## src/rtl/cmp_pkg.sv

```systemverilog
// Shared types and constants for the magnitude comparator slice.
// Optional feature macro: MAG_CMP_SIGNED_EN (two's complement operands).
package cmp_pkg;

    // One-hot ordering flag as produced by a single cell or a whole word
    typedef struct packed {
        logic lt;
        logic eq;
        logic gt;
    } cmp_res_t;

    // Output state after reset: the only legal non-one-hot result
    localparam cmp_res_t CMP_RES_RESET = '{lt: 1'b0, eq: 1'b0, gt: 1'b0};

    // Cascade value for an unchained instance: "everything below is equal"
    localparam cmp_res_t CMP_CASC_IDLE = '{lt: 1'b0, eq: 1'b1, gt: 1'b0};

    // Compile-time signedness switch, consumed by the MSB bit cell
`ifdef MAG_CMP_SIGNED_EN
    localparam bit CMP_SIGNED_EN = 1'b1;
`else
    localparam bit CMP_SIGNED_EN = 1'b0;
`endif

    // True when exactly one of the three flags is set
    function automatic logic cmp_is_one_hot(input cmp_res_t r);
        return (r.lt ^ r.eq ^ r.gt) & ~(r.lt & r.eq & r.gt);
    endfunction

endpackage

```

## src/rtl/cmp_bit_cell.sv

```systemverilog
// Single-bit compare cell: purely combinational lt/eq/gt for one bit pair.
// Under MAG_CMP_SIGNED_EN the cell flagged as the sign bit swaps lt and gt,
// because a set sign bit means a smaller two's complement value.
module cmp_bit_cell
    import cmp_pkg::*;
(
    input  logic     a,
    input  logic     b,
    input  logic     msb_signed,
    output cmp_res_t res_o
);

    logic rawLt;
    logic rawGt;
    logic swapSense;

    // Unsigned bit ordering, optionally inverted for the sign bit
    always_comb begin
        rawLt     = ~a & b;
        rawGt     = a & ~b;
        swapSense = msb_signed & CMP_SIGNED_EN;
        res_o.lt  = swapSense ? rawGt : rawLt;
        res_o.gt  = swapSense ? rawLt : rawGt;
        res_o.eq  = ~(rawLt | rawGt);
    end

endmodule

```

## src/rtl/magnitude_comparator.sv

```systemverilog
// Registered N-bit magnitude comparator with cascade inputs.
// One-cycle latency, one comparison per cycle, no backpressure.
// Optional feature macro: MAG_CMP_SIGNED_EN (MSB cell compares as sign bit).
// WIDTH is meant to stay within 1..64.
module magnitude_comparator
    import cmp_pkg::*;
#(
    parameter int WIDTH = 8
) (
    input  logic             clk,
    input  logic             rst,
    input  logic             in_valid,
    input  logic [WIDTH-1:0] a,
    input  logic [WIDTH-1:0] b,
    input  logic             casc_lt,
    input  logic             casc_eq,
    input  logic             casc_gt,
    output logic             out_valid,
    output logic             lt,
    output logic             eq,
    output logic             gt
);

    cmp_res_t cellRes [WIDTH];
    cmp_res_t cascIn;
    cmp_res_t cascNorm;
    cmp_res_t res_d;
    cmp_res_t res_q;
    logic     valid_d;
    logic     valid_q;

    // One cell per bit; only the top cell is told it holds the sign
    for (genvar i = 0; i < WIDTH; i++) begin : gCell
        cmp_bit_cell uCell (
            .a          (a[i]),
            .b          (b[i]),
            .msb_signed (i == WIDTH - 1),
            .res_o      (cellRes[i])
        );
    end

    // Cascade pass-through; a malformed cascade never reports equality
    always_comb begin
        cascIn   = '{lt: casc_lt, eq: casc_eq, gt: casc_gt};
        cascNorm = cascIn;
        if (!cmp_is_one_hot(cascIn)) begin
            cascNorm.eq = 1'b0;
        end
    end

    // Priority chain: walking upward, the highest differing bit wins
    always_comb begin
        res_d   = cascNorm;
        valid_d = in_valid;
        for (int i = 0; i < WIDTH; i++) begin
            if (!cellRes[i].eq) begin
                res_d = cellRes[i];
            end
        end
    end

    // Result registers: capture on in_valid, hold otherwise, async clear
    always_ff @(posedge clk or posedge rst) begin
        if (rst) begin
            res_q   <= CMP_RES_RESET;
            valid_q <= 1'b0;
        end else begin
            valid_q <= valid_d;
            if (in_valid) begin
                res_q <= res_d;
            end
        end
    end

    assign out_valid = valid_q;
    assign lt        = res_q.lt;
    assign eq        = res_q.eq;
    assign gt        = res_q.gt;

endmodule

```

## config.mk

```make
export PLATFORM = sky130hd
export DESIGN_NAME = magnitude_comparator
export DESIGN_NICKNAME = d
export VERILOG_FILES = /design/src/rtl/cmp_pkg.sv /design/src/rtl/cmp_bit_cell.sv /design/src/rtl/magnitude_comparator.sv
export SDC_FILE = /design/constraint.sdc
export NUM_CORES = 1
export LEC_CHECK = 0
export CAP_MARGIN = 20
export CORE_AREA = 2 2 68 44
export DETAILED_ROUTE_END_ITERATION = 6
export DIE_AREA = 0 0 70 46
export SLEW_MARGIN = 20
export SYNTH_ARGS = -nofsm -noshare
export SYNTH_HDL_FRONTEND = slang
export SYNTH_SLANG_ARGS = --single-unit
```

## constraint.sdc

```tcl
create_clock -name clk -period 0.8 [get_ports clk]
set_input_delay 0.12 -clock clk [delete_from_list [all_inputs] [get_ports clk]]
set_output_delay 0.12 -clock clk [all_outputs]
set_load 0.02 [all_outputs]
```

==> results by group <==
Run status
  • Status: finished, violations left
  • Failing checks: negative setup slack

Worst setup path
  • Worst R2R Start: lt
  • Setup crit start kind: input port
  • CP Data Arrival Time: 1.17 ns
  • Slowest cell on the critical path: or4_1
  • WP depth: 6
  • CP top delay family: simple AND/OR/NAND/NOR gates
  • Reg2reg setup slack: -0.03 ns
  • Worst Setup EP: eq
  • Worst reg2reg path endpoint: lt
  • Worst path cell trace: buf_8, ha_4, nor2_2, mux2i_1, or4_1, o21ai_1
  • CP Class: in2reg
  • Source of the critical timing path: casc_lt
  • Critical path peak fanout: 2
  • Required @ worst endpoint: 0.95 ns
  • Largest stage delay, worst path: 0.49 ns
  • WP buf/inv: 1
  • R2R cell count: 2
  • Worst Setup End Kind: flip-flop

Floorplanning
  • Die height: 46 um
  • Row cnt: 15
  • Chip width: 70 um
  • Core area: roughly 2700 um^2
  • Initial Utilization: 0.232
  • # IOs: 26
  • Die ar.: ~3200 um^2

Detailed routing
  • DR WL met2: 913 um
  • Vias: 704
  • Post-detailed-routing wire length: around 1800 um
  • Top Metal Used: met4
  • Via/cell ratio: between 4 and 5
  • WL met3: 72 um
  • Wirelength per Cell: 11.2 um
  • DRT iter0 DRCs: 29
  • DR pass1 iterations: 4
  • DRC viols: 0
  • Post-route ant nets: 0
  • M1 wire length: 731 um

Timing
  • Hold Slack: ~0.10 ns
  • Slew Limit Fails: 0
  • Tcrit/Tclk final: 1.28
  • RSZ-0062 raised after global routing: yes
  • Hold Vio Cnt, Final: 0
  • Shortest period the worst path allows: 1.02 ns
  • Skew final: 0 ns
  • Max frequency: 0.980 GHz
  • Worst slew pin tran: 0.245 ns
  • Slew margin rel.: 0.837
  • Setup TNS: -0.745 ns
  • Finish-stage setup viols: 7
  • Setup WS post-layout: -0.220 ns

CTS
  • Hold buffers post-CTS: 0
  • CTS tree: done
  • Clock Tree Root: clkbuf_8
  • Clk buf depth: 2
  • Clk sinks: 4
  • Total CTS buffers: 3
  • Latest clock arrival within the worst-skew pair: between 0.2 and 0.25 ns
  • CTS H-Tree Depth: 1
  • Clock Pin Slew Worst Setup and Hold Paths: approximately 0.030 ns

Cells and area
  • ANT cells: 0
  • Share of post-route cells with drive strength above 1: 0.561
  • Filler Cell Count: 253
  • Final core occ: 0.484
  • Commonest non-fill, non-tap cell in the layout: buf_6
  • Commonest cells after routing, fill and taps aside: buf_6, inv_1, buf_4
  • Final net count: 164
  • Final Cell Area: 1290 um^2
  • Area Growth Syn to Fin: 109%

Power
  • Maximum VDD drop: 0.396 mV
  • Pwr per Cell Area: 1060 nW/um^2
  • Pleak: 0.608 nW

Logic synthesis
  • Cells after Synth: 80
  • Mapped Avg Cell Area: 7.73 um^2
  • Post-Syn Area: 618 um^2
  • Distinct cells, synth: 18
  • Sequential area share after synthesis: 0.162
  • Syn_nets: around 120
  • Yosys reg bits: 4
  • Synth warn: 0

Place
  • GP Congestion: 0.730
  • Dpl hpwl: 1390 um
  • Port Buffers: 25
  • Dpl ws: -0.904 ns
  • Placed Area: 1120 um^2

Job
  • Max cap viols: 0

Global routing
  • Largest net degree at the start of global routing: 7
  • Gr usage total: 0.121
  • Initial antenna violation count: 0
  • First-pass GRT wire length: 2890 um
  • Vias in the first global route: 711
  • Total grt overflow: 0

Hold path
  • Worst Hold Class: in2async
## routing by layer
| layer | global-route usage | vias up |
|---|---|---|
| met2 | 0.225 | 16 |
| met3 | 0.0332 | 5 |
| li1 | - | 355 |
| met5 | 0 | - |
| met1 | 0.129 | 328 |
| met4 | 0.0692 | 0 |
## sequential cells by signal (all words and copies together) (netlist names)
name and flops:
gt 1, out_valid 1, eq 1, lt 1
## cell type report
class / count / area [um^2] / share of cell area
Multi-Input combinational cell: 53 / 588 / 0.456
Timing Repair Buffer: 41 / 423 / 0.328
Sequential cell: 4 / 100 / 0.0776
Inverter: 22 / 95.1 / 0.0737
Tap cell: 34 / 42.5 / 0.0330
Clock buffer: 3 / 41.3 / 0.0320
## what timing repair did
action,CTS,global route
setup buffers,4,0
setup endpoints to repair,7,7
pin swaps,17,7
resized for setup,127,20
## where the power goes
group / total [mW] / internal, mW / leakage (nW) / switching [mW]
Combinational: 0.710 / 0.408 / 0.537 / 0.302
Clock: 0.428 / 0.321 / 0.0216 / 0.107
Sequential: 0.234 / 0.221 / 0.0493 / 0.0129
Total: 1.37 / 0.949 / 0.608 / 0.422
## synthesized netlist by cell type
library cell	number	area share
a21oi_1	4	0.032
buf_2	1	0.0081
dfrtp_1	4	0.16
ha_1	17	0.34
inv_1	22	0.13
mux2i_1	3	0.049
nand2_1	2	0.012
nand2_2	1	0.010
nand2b_1	2	0.020
nand3_1	2	0.016
nand3b_1	1	0.012
nand4_1	2	0.020
nor2_1	5	0.030
o2111ai_1	2	0.028
o21ai_0	7	0.057
o221ai_1	2	0.028
o31ai_1	2	0.024
or4_1	1	0.012
## stage by stage
stage / total power, mW / cells
after floorplan: 0.515 / 80
after global placement: 0.788 / 150
after detailed placement: 0.811 / 150
after CTS: 1.33 / 157
after global routing: 1.46 / 157
final: 1.37 / 157
## kinds of logic (layout without fill, tap and decap cells)
| kind of cell | count (synthesis) | after routing | synth area share |
|---|---|---|---|
| buffers and inverters | 23 | 66 | 0.142 |
| adder cells (fa/ha/maj) | 17 | 17 | 0.344 |
| AO/OA/AOI/OAI | 17 | 17 | 0.170 |
| AND/OR/NAND/NOR | 16 | 16 | 0.134 |
| flip-flops | 4 | 4 | 0.162 |
| multiplexers | 3 | 3 | 0.0486 |
## worst min-delay path by stage
stage / from / end / slack [ns] / cells past startpoint
after global placement: rst / out_valid / 0.32 / 2
after global routing: rst / lt / 0.11 / 2
after detailed placement: rst / out_valid / 0.33 / 2
final: rst / out_valid / 0.10 / 2
after CTS: rst / out_valid / 0.11 / 2
after floorplan: rst / eq / -0.11 / 1
Power figures use the tool's default switching activity.
